**src/rtl/wrapper_packet_deconstruct.sv**
```systemverilog
// Ping-pong result buffer: accepts packets from a valid/ready stream and exposes the head
// packet as a read-only window of 32-bit words; reading the last word releases the packet.
module wrapper_packet_deconstruct #(
   parameter int ADDRWIDTH   = 11,
   parameter int PACKETWIDTH = 512
) (
   input  logic                   hclk,
   input  logic                   hresetn,
   input  logic [ADDRWIDTH-1:0]   addr,
   input  logic                   read_en,
   input  logic                   write_en,
   input  logic [3:0]             byte_strobe,
   input  logic [31:0]            wdata,
   output logic [31:0]            rdata,
   output logic                   wready,
   output logic                   rready,
   input  logic [PACKETWIDTH-1:0] packet_data,
   input  logic                   packet_data_last,
   input  logic                   packet_data_valid,
   output logic                   packet_data_ready,
   output logic                   deconstructor_valid,
   output logic                   deconstructor_last
);
   localparam int PACKETBYTEWIDTH = $clog2(PACKETWIDTH / 8);
   localparam int NWORDS          = PACKETWIDTH / 32;
   localparam int WIDXW           = PACKETBYTEWIDTH - 2;

   typedef struct packed {
      logic                   last;
      logic [NWORDS-1:0][31:0] words;
   } entry_t;

   entry_t [1:0]     mem;
   entry_t           head;
   logic             wr_ptr, rd_ptr;
   logic [1:0]       count;
   logic [WIDXW-1:0] word_idx;
   logic             push, pop;

   // Upper address bits alias the head packet; writes are accepted and dropped.
   logic unused_ok;
   assign unused_ok = ^{write_en, byte_strobe, wdata,
                        addr[ADDRWIDTH-1:PACKETBYTEWIDTH], addr[1:0]};

   assign word_idx          = addr[PACKETBYTEWIDTH-1:2];
   assign head              = mem[rd_ptr];

   assign wready            = 1'b1;
   assign rready            = (count != 2'd0);
   assign packet_data_ready = (count != 2'd2);
   assign push              = packet_data_valid && packet_data_ready;
   assign pop               = read_en && rready && (&word_idx);

   assign rdata               = (read_en && rready) ? head.words[word_idx] : 32'd0;
   assign deconstructor_valid = rready;
   assign deconstructor_last  = rready & head.last;

   always_ff @(posedge hclk or negedge hresetn) begin
      if (!hresetn) begin
         mem    <= '0;
         wr_ptr <= 1'b0;
         rd_ptr <= 1'b0;
         count  <= 2'd0;
      end else begin
         if (push) begin
            mem[wr_ptr] <= {packet_data_last, packet_data};
            wr_ptr      <= ~wr_ptr;
         end
         if (pop)
            rd_ptr <= ~rd_ptr;
         // Simultaneous push and pop leaves the occupancy unchanged.
         case ({push, pop})
            2'b10:   count <= count + 2'd1;
            2'b01:   count <= count - 2'd1;
            default: count <= count;
         endcase
      end
   end
endmodule

```
**config.mk**
```make
export PLATFORM = sky130hd
export DESIGN_NAME = wrapper_packet_deconstruct
export DESIGN_NICKNAME = d
export VERILOG_FILES = /design/src/rtl/wrapper_packet_deconstruct.sv
export SDC_FILE = /design/constraint.sdc
export NUM_CORES = 1
export LEC_CHECK = 0
export BUFFER_PORTS_ARGS = -buffer_cell sky130_fd_sc_hd__buf_2
export CAP_MARGIN = 0
export CELL_PAD_IN_SITES_DETAIL_PLACEMENT = 2
export CELL_PAD_IN_SITES_GLOBAL_PLACEMENT = 2
export CORE_MARGIN = 8
export CORE_UTILIZATION = 42
export DETAILED_ROUTE_END_ITERATION = 8
export PLACE_DENSITY = 0.76
export SYNTH_ARGS = -nofsm -noshare
export SYNTH_HDL_FRONTEND = slang
export SYNTH_SLANG_ARGS = --single-unit
```
**constraint.sdc**
```tcl
create_clock -name hclk -period 2.08 [get_ports hclk]
set_clock_uncertainty 0.15 [all_clocks]
set_input_delay 0.208 -clock hclk [delete_from_list [all_inputs] [get_ports hclk]]
set_output_delay 0.208 -clock hclk [all_outputs]
set_load 0.005 [all_outputs]
```
==> impl_metrics.tcl, run 1 <==
set metrics [dict create \
    outcome "did not finish" \
    lastStage "global routing" \
    error "[ERROR GRT-0232] Routing congestion too high. Check the congestion heatmap in the GUI." \
    rows 122 \
    synthDistinctLibCells 37 \
    die_h_microns 350.2 \
    synth_simple_gate_area_share 0.005921 \
    synth_top_area_frac 0.5494 \
    die_w_microns 350.2 \
    synthMuxAreaShare 0.3716 \
    clock-sinks 1030 \
    yosys.area.top_type "dfrtp_1" \
    synth_top_cells_by_count "dfrtp_1, mux2_2, mux2i_1" \
    worst-ep-kind "output port" \
    synth_xor_area_frac 0.0009335 \
    synthFlopType "dfrtp_1" \
    ios 602 \
    synth_area_sq_mm 0.04691 \
    synth_most_common_cell "dfrtp_1" \
    synth-compound-area-share 0.03841 \
    avgSynthCellArea_sq_um 15.93 \
    gp_congestion 0.8378 \
    synth-async-reset-ratio 1.000 \
    cts_buffers 114 \
    synthAdderAreaFrac 0.0002667 \
    synth_edf_count 0 \
    crit_endpoint "rdata[21]" \
    grt_usage 0.7531 \
    cts_htree_levels 3 \
    dp_hpwl_microns 131500 \
    netlist_top_cells_area "dfrtp_1, mux2_2, mux4_2" \
    clk_path_buf_depth 3 \
    synthCells 2945 \
    synth_top_family_by_area "multiplexers" \
    start_util 0.4239 \
    grt_start_max_net_pins 81 \
    grt_antenna_before_repair 50 \
    grt_overflow_total 135 \
    portBuffers 556 \
    synth.net_count 3511 \
    root_buffer "clkbuf_16" \
    synth_seq_cells 1030 \
    synth_seq_area_share 0.5494 \
    yosysWarningCount 0 \
]
-- stage by stage --
step	setup slack [ns]	area [sq um]	std cells	TNS, ns	hold WS [ns]
after CTS	-1.285	65410	5899	-241.05	-0.04284
after floorplan	0.1200	46910	2945	0	-0.2376
after detailed placement	-0.6836	53830	5108	-33.80	0.04250
after global placement	-0.6417	53830	5108	-17.09	0.04236
-- cells by family after synthesis --
logic type | after synthesis
multiplexers | 1411
flip-flops | 1030
buffers and inverters | 227
AO/OA/AOI/OAI | 224
AND/OR/NAND/NOR | 46
XOR/XNOR | 5
adder cells (fa/ha/maj) | 1
other | 1
-- what timing repair did --
| action | 4_1_cts |
|---|---|
| gates cloned | 33 |
| endpoints found under the hold margin | 2015 |
| setup endpoints to repair | 436 |
| hold buffers | 516 |
| pin swaps | 21 |
| setup buffers | 41 |
| gates resized for setup | 270 |
-- layer usage --
layer,overflow,GRT usage
met3,4,0.6030
met5,0,0.2789
met4,74,0.8156
met2,57,0.9208
met1,0,0.7220
==> run 2: changes to the inputs <==
CELL_PAD_IN_SITES_DETAIL_PLACEMENT = not set   (was 2)
CELL_PAD_IN_SITES_GLOBAL_PLACEMENT = not set   (was 2)
CORE_UTILIZATION = 40   (was 42)
PLACE_DENSITY = not set   (was 0.76)
PLACE_DENSITY_LB_ADDON = 0.15   (was not set)
==> run 2 against run 1 <==
Against the previous run: the flow now finishes, with violations (setup timing); synthesized cell count stayed put; area after synthesis stayed put.
==> impl_metrics.tcl, run 2 <==
set metrics [dict create \
    outcome "finished, violations left" \
    violations "setup timing" \
    start_util 0.4037 \
    synth_area_sq_mm 0.04691 \
    avgSynthCellArea_sq_um 15.93 \
    synth_seq_area_share 0.5494 \
    first_pass_iters 5 \
    setup_ws_ns -1.240 \
    cp.depth 8 \
    synth_edf_count 0 \
    maxCapViolCount 0 \
    grt_usage 0.2385 \
    critPathMaxStageDelay_ns 0.57 \
    portBuffers 556 \
    startpoint_type "flip-flop" \
    critPathCaptureType "primary output" \
    synth_seq_cells 1030 \
    rows 125 \
    routed_wl_microns 156500 \
    power_density_mw_per_mm2 1455 \
    yosysWarningCount 0 \
    finalNonFillerCells 5904 \
    root_buffer "clkbuf_16" \
    grt_antenna_before_repair 33 \
    netlist_top_cells_area "dfrtp_1, mux2_2, mux4_2" \
    final_cell_mix "dfrtp_1, mux2_2, buf_2" \
    fmax_mhz 301.3 \
    grt_pass1_vias 35812 \
    path_class "flip-flop to primary output" \
    antenna_left 0 \
    area_delta_synth_final_pct 36.94 \
    period_needed_ns 3.320 \
    clk_path_buf_depth 3 \
    tightest_slew_ns 0.5923 \
    path_cells "buf_8 > buf_16 > buf_12 > mux4_2 > a21oi_4 > buf_6 > a221oi_4 > buf_2" \
    layout-drive-gt1-share 0.5343 \
    setup_violations 33 \
    die_h_microns 358.5 \
    rr_worst_depth 7 \
    grt_pass1_wl_microns 230800 \
    cts_htree_levels 3 \
    synthDistinctLibCells 37 \
    fin_setup_tns_ns -36.29 \
    cp_slowest_cell "dfrtp_4" \
    min_path_cells 5 \
    drc 0 \
    p_leak_nw 28.06 \
    hold_path.class "input pin to flip-flop" \
    cp_top_family "buffers and inverters" \
    yosys.area.top_type "dfrtp_1" \
    clock-sinks 1030 \
    synthFlopType "dfrtp_1" \
    via_per_inst 5.385 \
    top_register "mem" \
    grt_start_max_net_pins 84 \
    final_common_cell "dfrtp_1" \
    gp_congestion 0.8289 \
    timing.final.crit_share 1.596 \
    dp_cells 5112 \
    rsz0062_at_grt "yes" \
    report.final.slew_viol_count 0 \
    dp_hpwl_microns 113900 \
    vdd_ir_drop_max_mv 0.7423 \
    final_util 0.5529 \
    crit_required_ns 1.72 \
    synth-async-reset-ratio 1.000 \
    coreArea_sq_mm 0.1162 \
    finalHoldViolations 0 \
    synth_top_area_frac 0.5494 \
    largest_reg_flops 1026 \
    vias 31795 \
    num-nets-final 4822 \
    cts_buffers 115 \
    synth.net_count 3511 \
    die_w_microns 358.5 \
    synth_most_common_cell "dfrtp_1" \
    cp_num_buf_inv 5 \
    first_iter_violations 1768 \
    critical_path_arrival_ns 2.96 \
    ios 602 \
    reg_top3 "mem: 1026 flops, count: 2 flops" \
    grt_overflow_total 0 \
    synth_top_cells_by_count "dfrtp_1, mux2_2, mux2i_1" \
    clk_latency_ns 0.68 \
    path_clk_slew_ns 0.06 \
    synthCells 2945 \
    slew_headroom 0.6051 \
    wire_per_inst_microns 26.50 \
    cp_max_fo 7 \
    cts_tree "built" \
    die_area_sq_mm 0.1285 \
]
## run 2: cell counts after synthesis
Identical to the previous run, type by type.
## run 2: power breakdown
part           internal, mW  leakage, nW  total, mW  switching [mW]
sequential             30.5         12.1       35.7            5.24
clock                  12.8         1.98       21.2            8.42
combinational          21.7         14.0       36.5            14.8
## run 2: logic make-up after synthesis
logic type               Yosys count  synth area share
multiplexers                    1411            0.3716
flip-flops                      1030            0.5494
buffers and inverters            227           0.03334
AO/OA/AOI/OAI                    224           0.03841
AND/OR/NAND/NOR                   46          0.005921
XOR/XNOR                           5         0.0009334
adder cells (fa/ha/maj)            1         0.0002667
other                              1        0.00007993
## run 2: path summary, 6_finish.rpt
| check | from | to | slack (ns) |
|---|---|---|---|
| hold / removal | read_en | count[0]$_DFFE_PN0P_ | 0.12 |
| min in group asynchronous | hresetn | mem[139]$_DFFE_PN0P_ | 0.18 |
| hold reg to reg | mem[342]$_DFFE_PN0P_ | mem[342]$_DFFE_PN0P_ | 0.33 |
| setup / recovery | rd_ptr$_DFFE_PN0P_ | rdata[4] | -1.24 |
| setup reg to reg | count[1]$_DFFE_PN0P_ | mem[214]$_DFFE_PN0P_ | 0.04 |
| max in group asynchronous | hresetn | mem[854]$_DFFE_PN0P_ | 1.03 |
## run 2: timing repair
| action | CTS | global route |
|---|---|---|
| gates resized for setup | 134 | 54 |
| hold buffers | 516 | 0 |
| pin swaps | 28 | 36 |
| cloned | 6 | 9 |
| setup buffers | 17 | 15 |
| setup endpoints to repair | 427 | 362 |
| endpoints found under the hold margin | 2058 | 0 |
## run 2: cell type report
class | count | area [sq um]
Timing Repair Buffer | 1417 | 12280
Inverter | 3 | 11.26
Tap cell | 1524 | 1907
Antenna cell | 27 | 67.56
Fill cell | 9322 | 51960
Sequential cell | 1030 | 25780
Clock buffer | 172 | 3495
Clock inverter | 42 | 515.5
Multi-Input combinational cell | 1689 | 20190
## run 2: stage by stage
stage / setup WS (ns) / hold slack [ns] / instance area [sq um] / power, mW
after floorplan: 0.1200 / -0.2376 / 46910 / 58.09
after global placement: -0.8800 / 0.02104 / 53610 / 67.28
after detailed placement: -0.8716 / 0.01890 / 53610 / 69.26
after CTS: -1.307 / 0.06368 / 63710 / 93.42
after global routing: -1.317 / 0.1049 / 64220 / 98.43
final: -1.240 / 0.1164 / 64240 / 93.45
## run 2: routing by layer
layer / vias up / track usage / wire [microns]
met2: 845 / 0.3952 / 76320
met1: 16851 / 0.3135 / 66340
met4: 24 / 0.08265 / 5702
met5: - / 0 / 150
met3: 279 / 0.04608 / 7956
li1: 13796 / - / -
## run 2: worst register-to-register path, cell delays in order, from the launching register on
cell and delay [ns]:
dfrtp_1 0.43, nand2b_4 0.14, nand2_4 0.07, nor2_4 0.16, buf_12 0.17, clkbuf_16 0.23, clkbuf_16 0.22, mux2_2 0.35
Note: power is estimated with default switching activity, not from simulation.
==> run 3: changes to the inputs <==
SETUP_SLACK_MARGIN = 0.02   (was not set)
==> run 3 against run 2 <==
Against the previous run: design area is 7.2% higher; clock power hardly changed; the flow still finishes with violations (setup timing); critical path depth stayed put; global-route usage is 1.5 points higher; non-clock buffer count is 134 higher; largest cell class unchanged; sequential cell count stayed put; critical path type unchanged; clock-buffer cell count stayed put; sequential power is 1% higher.
==> impl_metrics.tcl, run 3 (synthesis gave the netlist of run 2 again) <==
set metrics [dict create \
    via_per_inst 5.463 \
    die_area_sq_mm 0.1285 \
    grt_start_max_net_pins 84 \
    vias 32994 \
    grt_antenna_before_repair 38 \
    critPathCaptureType "primary output" \
    reg_top3 "mem: 1026 flops, count: 2 flops" \
    gp_congestion 0.8289 \
    drc 0 \
    slew_headroom 0.5837 \
    rsz0062_at_grt "yes" \
    critical_path_arrival_ns 2.96 \
    dp_cells 5112 \
    hold_path.class "input pin to flip-flop" \
    top_register "mem" \
    ios 602 \
    dp_hpwl_microns 113900 \
    rows 125 \
    clock-sinks 1030 \
    busiest_layer "met2" \
    final_util 0.5924 \
    cp_slowest_cell "dfrtp_4" \
    die_w_microns 358.5 \
    report.final.slew_viol_count 0 \
    p_leak_nw 30.95 \
    final_cell_mix "dfrtp_1, mux2_2, buf_2" \
    routed_wl_microns 169700 \
    num-nets-final 4956 \
    cts_tree "built" \
    area_delta_synth_final_pct 46.73 \
    cts_htree_levels 3 \
    largest_reg_flops 1026 \
    critPathMaxStageDelay_ns 0.57 \
    clk_latency_ns 0.69 \
    startpoint_type "flip-flop" \
    hp-start "packet_data[5]" \
    grt.met3_usage 0.05140 \
    first_pass_iters 5 \
    final_common_cell "dfrtp_1" \
    period_needed_ns 3.316 \
    path_cells "buf_12 > buf_12 > mux2i_1 > o221ai_2 > a21oi_2 > buf_4 > a221oi_4 > buf_2" \
    first_iter_violations 2124 \
    grt_overflow_total 0 \
    power_density_mw_per_mm2 1500 \
    cp_max_fo 20 \
    cp_num_buf_inv 4 \
    antenna_left 0 \
    worst_path_most_repeated_cell "buf_12" \
    vdd_ir_drop_max_mv 0.7724 \
    coreArea_sq_mm 0.1162 \
    crit_required_ns 1.72 \
    p_total_mw 103.3 \
    tightest_slew_ns 0.6244 \
    path_class "flip-flop to primary output" \
    fin_hold_ws_ns 0.1279 \
    outcome "finished, violations left" \
    grt_usage 0.2536 \
    layout-drive-gt1-share 0.5650 \
    fill_cells 8796 \
    timing.final.crit_share 1.594 \
    path_clk_slew_ns 0.06 \
    setup_ws_ns -1.236 \
    root_buffer "clkbuf_16" \
    clk_path_buf_depth 3 \
    setup_violations 1062 \
    finalHoldViolations 0 \
    startpoint "rd_ptr$_DFFE_PN0P_" \
    portBuffers 556 \
    maxCapViolCount 0 \
    die_h_microns 358.5 \
    cts_buffers 115 \
    violations "setup timing" \
    finalNonFillerCells 6040 \
    start_util 0.4037 \
    grt_pass1_vias 37158 \
    wire_per_inst_microns 28.10 \
    grt_util_met1 0.3330 \
    cp_top_family "compound AO/OA/AOI/OAI gates" \
    grtUsageMet2 0.4162 \
    fmax_mhz 301.6 \
    worstReg2RegStart "count[1]$_DFFE_PN0P_" \
    grt_pass1_wl_microns 244000 \
]
==> run 3: cell count changes in the layout (fill, tap and decap cells not counted), sizes merged <==
cell / before / now
clkbuf: 183 / 191
buf: 891 / 1017
diode: 27 / 29
==> run 3: stage by stage <==
step	instance area (sq um)	setup WS [ns]	setup TNS, ns
2_1_floorplan	46910	0.1200	0
3_3_place_gp	53610	-0.8800	-21.09
3_5_place_dp	53610	-0.8716	-33.31
4_1_cts	67330	-1.307	-376.13
5_1_grt	68810	-1.318	-559.02
6_report	68840	-1.236	-495.30
==> run 3: worst reg2reg max path, delay by kind of cell, from the launching register on <==
family	cells	cell delay, ns
flops	1	0.39
buf+inv	12	1.48
simple gates	3	0.27
mux	1	0.30
==> run 3: area by class of cell <==
| class | count | area (sq um) | share of cell area |
|---|---|---|---|
| clock buffers | 172 | 3495 | 0.05077 |
| diodes | 29 | 72.57 | 0.001054 |
| multi-input cells | 1689 | 22040 | 0.3202 |
| well taps | 1524 | 1907 | 0.02770 |
| clock inverters | 42 | 515.5 | 0.007488 |
| repair buffers | 1551 | 15020 | 0.2182 |
| flip-flops and latches | 1030 | 25780 | 0.3745 |
| inverters | 3 | 11.26 | 0.0001636 |
==> run 3: repair_timing <==
action,4_1_cts,5_1_grt
hold buffers,516,0
pin swaps,28,43
resized for setup,516,397
buffers inserted,95,53
gates cloned,57,19
endpoints found under the setup margin,466,1061
endpoints found under the hold margin,2058,0
==> run 3: routing by layer <==
layer / up-vias / share of wire
met4: 24 / 0.038
met2: 993 / 0.48
met3: 321 / 0.058
li1: 14069 / -
met5: - / 0.00089
met1: 17587 / 0.42
==> run 3: report_power, final <==
group          switching [mW]  internal, mW  leakage [nW]
Sequential               5.65          30.5          12.1
Clock                    8.51          12.8          1.98
Combinational            17.3          28.5          16.9
Total                    31.5          71.8          31.0
==> run 3: final timing paths <==
check,depth (start not counted),to,slack [ns]
worst max-delay path,8,rdata[4],-1.24
worst min-delay path,3,mem[5]$_DFFE_PN0P_,0.13
worst max register to register,16,mem[129]$_DFFE_PN0P_,-0.63
worst min register to register,1,mem[450]$_DFFE_PN0P_,0.34
max in group asynchronous,3,mem[854]$_DFFE_PN0P_,1.01
min in group asynchronous,3,mem[139]$_DFFE_PN0P_,0.18
